[config.mk]
export PLATFORM = sky130hd
export DESIGN_NAME = counter_datamux_evcnt
export DESIGN_NICKNAME = d
export VERILOG_FILES = /design/src/rtl/counter_datamux_evcnt.sv
export SDC_FILE = /design/constraint.sdc
export NUM_CORES = 1
export LEC_CHECK = 0
export ABC_CLOCK_PERIOD_IN_PS = 6710
export BUFFER_PORTS_ARGS = -buffer_cell sky130_fd_sc_hd__clkbuf_2
export CAP_MARGIN = 20
export CORE_MARGIN = 1
export CORE_UTILIZATION = 59
export DETAILED_ROUTE_END_ITERATION = 10
export GPL_TIMING_DRIVEN = 0
export PLACE_DENSITY = 0.9
export SKIP_LAST_GASP = 1
export SYNTH_ARGS = -nofsm -noshare
export SYNTH_HDL_FRONTEND = slang
export SYNTH_SLANG_ARGS = --single-unit
[constraint.sdc]
create_clock -name i_clk -period 6.71 [get_ports i_clk]
set_input_delay 1.0065 -clock i_clk [delete_from_list [all_inputs] [get_ports i_clk]]
set_output_delay 1.0065 -clock i_clk [all_outputs]
set_load 0.1 [all_outputs]
[src/rtl/counter_datamux_evcnt.sv]
// Multi-channel synchronised source mux with blanked rising-edge detection and event counters.
// Define COUNTER_DATAMUX_SAT_EN to make the counters saturate instead of wrapping.
module counter_datamux_evcnt #(
   parameter int COUNTER_NUM = 4,
   parameter int SRC_NUM     = 2,
   parameter int SEL_W       = 1,
   parameter int SYNC_STAGES = 2,
   parameter int CNT_W       = 16,
   parameter int BLANK_CYC   = 2
)(
   input  logic                         i_clk,
   input  logic                         i_rst,
   input  logic [COUNTER_NUM*SRC_NUM-1:0] i_din,
   input  logic [COUNTER_NUM*SEL_W-1:0] i_mux_sel,
   input  logic [COUNTER_NUM-1:0]       i_cnt_en,
   input  logic [COUNTER_NUM-1:0]       i_cnt_clr,
   output logic [COUNTER_NUM-1:0]       o_mux_dout,
   output logic [COUNTER_NUM-1:0]       o_rise_pulse,
   output logic [COUNTER_NUM*CNT_W-1:0] o_cnt,
   output logic [COUNTER_NUM-1:0]       o_cnt_ovf
);

   localparam int NB      = COUNTER_NUM * SRC_NUM;
   localparam int SEL_N   = 2 ** SEL_W;
   localparam int BLANK_W = $clog2(BLANK_CYC + 1);
   localparam logic [SEL_W:0]       SRC_LIM  = (SEL_W + 1)'(SRC_NUM);
   localparam logic [BLANK_W-1:0]   BLANK_LD = BLANK_W'(BLANK_CYC);

   logic [SYNC_STAGES-1:0][NB-1:0] sync_q;
   logic [SEL_W-1:0]               sel_q [COUNTER_NUM];
   logic [BLANK_W-1:0]             blank [COUNTER_NUM];
   logic [COUNTER_NUM-1:0]         prev_lvl;
   logic [SEL_N-1:0]               cand  [COUNTER_NUM];
   logic [COUNTER_NUM-1:0]         rise;
   logic [COUNTER_NUM-1:0]         sel_load;

   // Synchronised sources of each channel, padded so every select code indexes a defined bit.
   always_comb begin
      for (int unsigned c = 0; c < COUNTER_NUM; c++) begin
         cand[c] = '0;
         for (int unsigned s = 0; s < SRC_NUM; s++) begin
            cand[c][s] = sync_q[SYNC_STAGES-1][c*SRC_NUM + s];
         end
         rise[c]     = o_mux_dout[c] & ~prev_lvl[c] & (blank[c] == '0);
         sel_load[c] = (i_mux_sel[c*SEL_W +: SEL_W] != sel_q[c]) &&
                       ({1'b0, i_mux_sel[c*SEL_W +: SEL_W]} < SRC_LIM);
      end
   end

   always_ff @(posedge i_clk or posedge i_rst) begin
      if (i_rst) begin
         sync_q       <= '0;
         prev_lvl     <= '0;
         o_mux_dout   <= '0;
         o_rise_pulse <= '0;
         o_cnt        <= '0;
         o_cnt_ovf    <= '0;
         for (int unsigned c = 0; c < COUNTER_NUM; c++) begin
            sel_q[c] <= '0;
            blank[c] <= '0;
         end
      end else begin
         sync_q[0] <= i_din;
         for (int unsigned k = 1; k < SYNC_STAGES; k++) begin
            sync_q[k] <= sync_q[k-1];
         end
         prev_lvl     <= o_mux_dout;
         o_rise_pulse <= rise;
         for (int unsigned c = 0; c < COUNTER_NUM; c++) begin
            o_mux_dout[c] <= cand[c][sel_q[c]];
            if (sel_load[c]) begin
               sel_q[c] <= i_mux_sel[c*SEL_W +: SEL_W];
               blank[c] <= BLANK_LD;
            end else if (blank[c] != '0) begin
               blank[c] <= blank[c] - BLANK_W'(1);
            end
            // Clear outranks a coincident accepted rise; that rise is dropped.
            if (i_cnt_clr[c]) begin
               o_cnt[c*CNT_W +: CNT_W] <= '0;
               o_cnt_ovf[c]            <= 1'b0;
            end else if (rise[c] && i_cnt_en[c]) begin
               if (o_cnt[c*CNT_W +: CNT_W] == '1) begin
`ifndef COUNTER_DATAMUX_SAT_EN
                  o_cnt[c*CNT_W +: CNT_W] <= '0;
`endif
                  o_cnt_ovf[c] <= 1'b1;
               end else begin
                  o_cnt[c*CNT_W +: CNT_W] <= o_cnt[c*CNT_W +: CNT_W] + CNT_W'(1);
               end
            end
         end
      end
   end

endmodule
==> run metrics <==
input/output buffers 96; clock tree from TritonCTS done; fin crit period 2370 ps; initial core utilization 60.5%; Final WS setup 4340 ps; reported leakage power 2.71 nW; start point of the critical path o_cnt[56]; area grow syn2layout 17.3%; leading cell type in the layout, fill and taps excluded dfrtp_1; initial antenna violation count 0; initial detailed-routing violation count 181; total CTS buffers 9; launch instance of the worst register-to-register path blank[0]; final total negative setup slack 0 ps; slowest stage delay, CP 510 ps; cell with the largest stage delay on the worst path clkbuf_2; iteration count of the initial detailed-routing pass 5; post-synthesis area per instance 10.3 um^2; Synth cell types 47; start-to-end type of the worst setup path flop to primary output; synthesized net count 508; clock skew after layout 10.2 ps; post-synth design cell area 4940 um^2; # nets final 616; total global routing track utilization 25.0%; Largest delay share family, worst path buffers and inverters; Cell Pwr Density 236 nW/um^2; std cell rows 33; buffer depth of the longest clock path 2; worst hold path class flop to flop; die extent in y 93.5 um; overall overflow remaining after global route 0; wire length of the first global-routing pass 17200 um; Post-CTS Resized 0; critical path launch point type flop; final estimated routing congestion in global placement 0.888; via count of the first global-routing pass 3875; final hold violation count 0; Die ar. 8750 um^2; Detail Route Antenna Nets 0; number of hold buffers added after CTS 0; final routed wirelength across all metal layers 10400 um; number of setup buffers added after CTS 0; proportion of layout cells with a drive suffix above 1 21.2%; worst slack at placement 4090 ps; worst relative slew slack 52.0%; highest attainable clock frequency 422 MHz; transition at the pin with the smallest max-transition slack 718 ps; unrepaired setup endpoints after global routing false; number of maximum-capacitance violations 0; setup violation total in the final timing report 0; x dimension of the die 93.5 um; crit end category primary output; register bit count reported by yosys 108; number of levels in the clock H-tree 3; Std-Cell Core Area 8180 um^2; maximum number of pins on one net before global-route repair 58; EDFF count, synth 0; Yosys Warn Count 0; max-slew violations 0; gate count after technology mapping 478; maximum ir drop on the vdd rail 0.143 mV; critical path cell sequence clkbuf_2; HPWL after detailed placement 7400 um; remaining design rule violation count 0; final routed wire length divided by cell count 14.9 um; library cell used as clock root buffer clkbuf_8; share of synthesized flip-flops with an asynchronous set or reset 100%; worst-path fanout max 8; post-synthesis sequential area ratio 54.7%; clock sinks 108; HP Start sync_q[0]; total via count after detailed routing 4218; clock insertion delay at the later pin of the skew report 360 ps; num ports 98; result of the run finished, final reports clean; commonest non-fill, non-tap cells in the layout 108 x dfrtp_1, 96 x clkbuf_2, 46 x nor2_1; Most used DFF post-synth dfrtp_1; average vias per placed instance 6.08; Crit path buffers/inverters 1; required time worst endpoint 5700 ps; Antenna Diode Count 0; Crit path arrival time 1360 ps; Clk pin slew, worst setup/hold paths 90 ps; final period utilization 35.3%
synth_stat cells (2+ instances only):
cell / count / area, um^2
mux2_2: 6 / 67.6
clkbuf_1: 13 / 48.8
a211o_1: 4 / 35.0
buf_2: 4 / 20.0
nand3b_1: 2 / 15.0
inv_1: 16 / 60.1
nand4b_1: 4 / 35.0
o31ai_1: 3 / 22.5
o41ai_1: 2 / 17.5
and4_1: 6 / 52.6
ha_1: 8 / 100
a31oi_1: 4 / 25.0
o21a_1: 2 / 15.0
and4b_1: 4 / 40.0
xnor2_1: 6 / 52.6
nand3_1: 16 / 80.1
a21oi_1: 33 / 165
and2_1: 5 / 31.3
nand2_1: 36 / 135
or4_1: 4 / 30.0
nor4_1: 4 / 25.0
and3b_1: 2 / 17.5
a21o_1: 8 / 60.1
nand2b_1: 2 / 12.5
nand4_1: 19 / 119
and3_1: 9 / 56.3
or3_1: 22 / 138
nor3_1: 4 / 20.0
o2111ai_1: 5 / 43.8
xor2_1: 19 / 166
dfrtp_1: 108 / 2700
o211ai_1: 9 / 67.6
a22o_1: 8 / 70.1
nor2_1: 46 / 173
o21ai_0: 23 / 115
logic make-up (layout without fill, tap and decap cells):
kind of cell / after synthesis / after routing / share of synthesized area, %
AO/OA/AOI/OAI: 111 / 111 / 14.8
XOR/XNOR: 25 / 25 / 4.43
adder cells (fa/ha/maj): 8 / 8 / 2.02
buffers and inverters: 33 / 144 / 2.61
flip-flops: 108 / 108 / 54.7
multiplexers: 6 / 6 / 1.37
AND/OR/NAND/NOR: 187 / 187 / 20.1
where the power goes:
group / switching [W] / internal, W
clock: 0.000212 / 0.000217
combinational: 0.000156 / 0.0000670
sequential: 0.0000260 / 0.000689
total: 0.000394 / 0.000972
path summary, 6_finish.rpt:
kind                             endpoint  slack [ps]  cells past startpoint
worst min-delay path              cand[6]         350                      0
worst min register to register    cand[6]         350                      0
worst max register to register  o_cnt[57]        4430                      6
max in group asynchronous       o_cnt[18]        5280                      3
min in group asynchronous       o_cnt[33]         730                      2
worst max-delay path            o_cnt[56]        4340                      1
worst reg2reg max path, cell delays in order, from the launching register on:
cell and delay, ps:
dfrtp_1 370, inv_1 50, ha_1 260, and4b_1 280, nor2_1 570, nor2_1 350, a22o_1 290
registers in the layout, indices dropped and copies added (netlist names), 8 cells and up:
register,count
cand,8
o_cnt,64
sync_q,8
blank,8
stage by stage:
| stage | cell area, um^2 | cells | hold WS [ps] | util, % | total power, W |
|---|---|---|---|---|---|
| after floorplan | 4940 | 478 | 331 | - | 0.000898 |
| after global routing | 5800 | 694 | 365 | 70.9 | 0.00143 |
| after CTS | 5800 | 694 | 353 | 70.9 | 0.00138 |
| final | 5800 | 694 | 354 | 70.9 | 0.00137 |
| after global placement | 5560 | 679 | 332 | 68.0 | 0.000933 |
| after detailed placement | 5590 | 680 | 336 | 68.3 | 0.000949 |
cell type report:
| type | instances | area, um^2 |
|---|---|---|
| plain buffers | 17 | 68.8 |
| well taps | 105 | 131 |
| flip-flops and latches | 108 | 2700 |
| multi-input cells | 337 | 2110 |
| fillers | 614 | 2380 |
| clock buffers | 10 | 138 |
| repair buffers | 97 | 508 |
| clock inverters | 4 | 75.1 |
| inverters | 16 | 62.6 |
metal layers:
| layer | vias to the layer above | GRT usage, % | share of wire [%] | wire (um) |
|---|---|---|---|---|
| met4 | 0 | 11.0 | 1.6 | 166 |
| li1 | 1965 | - | - | - |
| met1 | 2081 | 30.3 | 41 | 4280 |
| met3 | 17 | 3.66 | 5.4 | 558 |
| met2 | 155 | 44.3 | 52 | 5350 |
| met5 | - | 0 | 0 | 0 |
No activity file was read; power rests on OpenSTA's default activity.
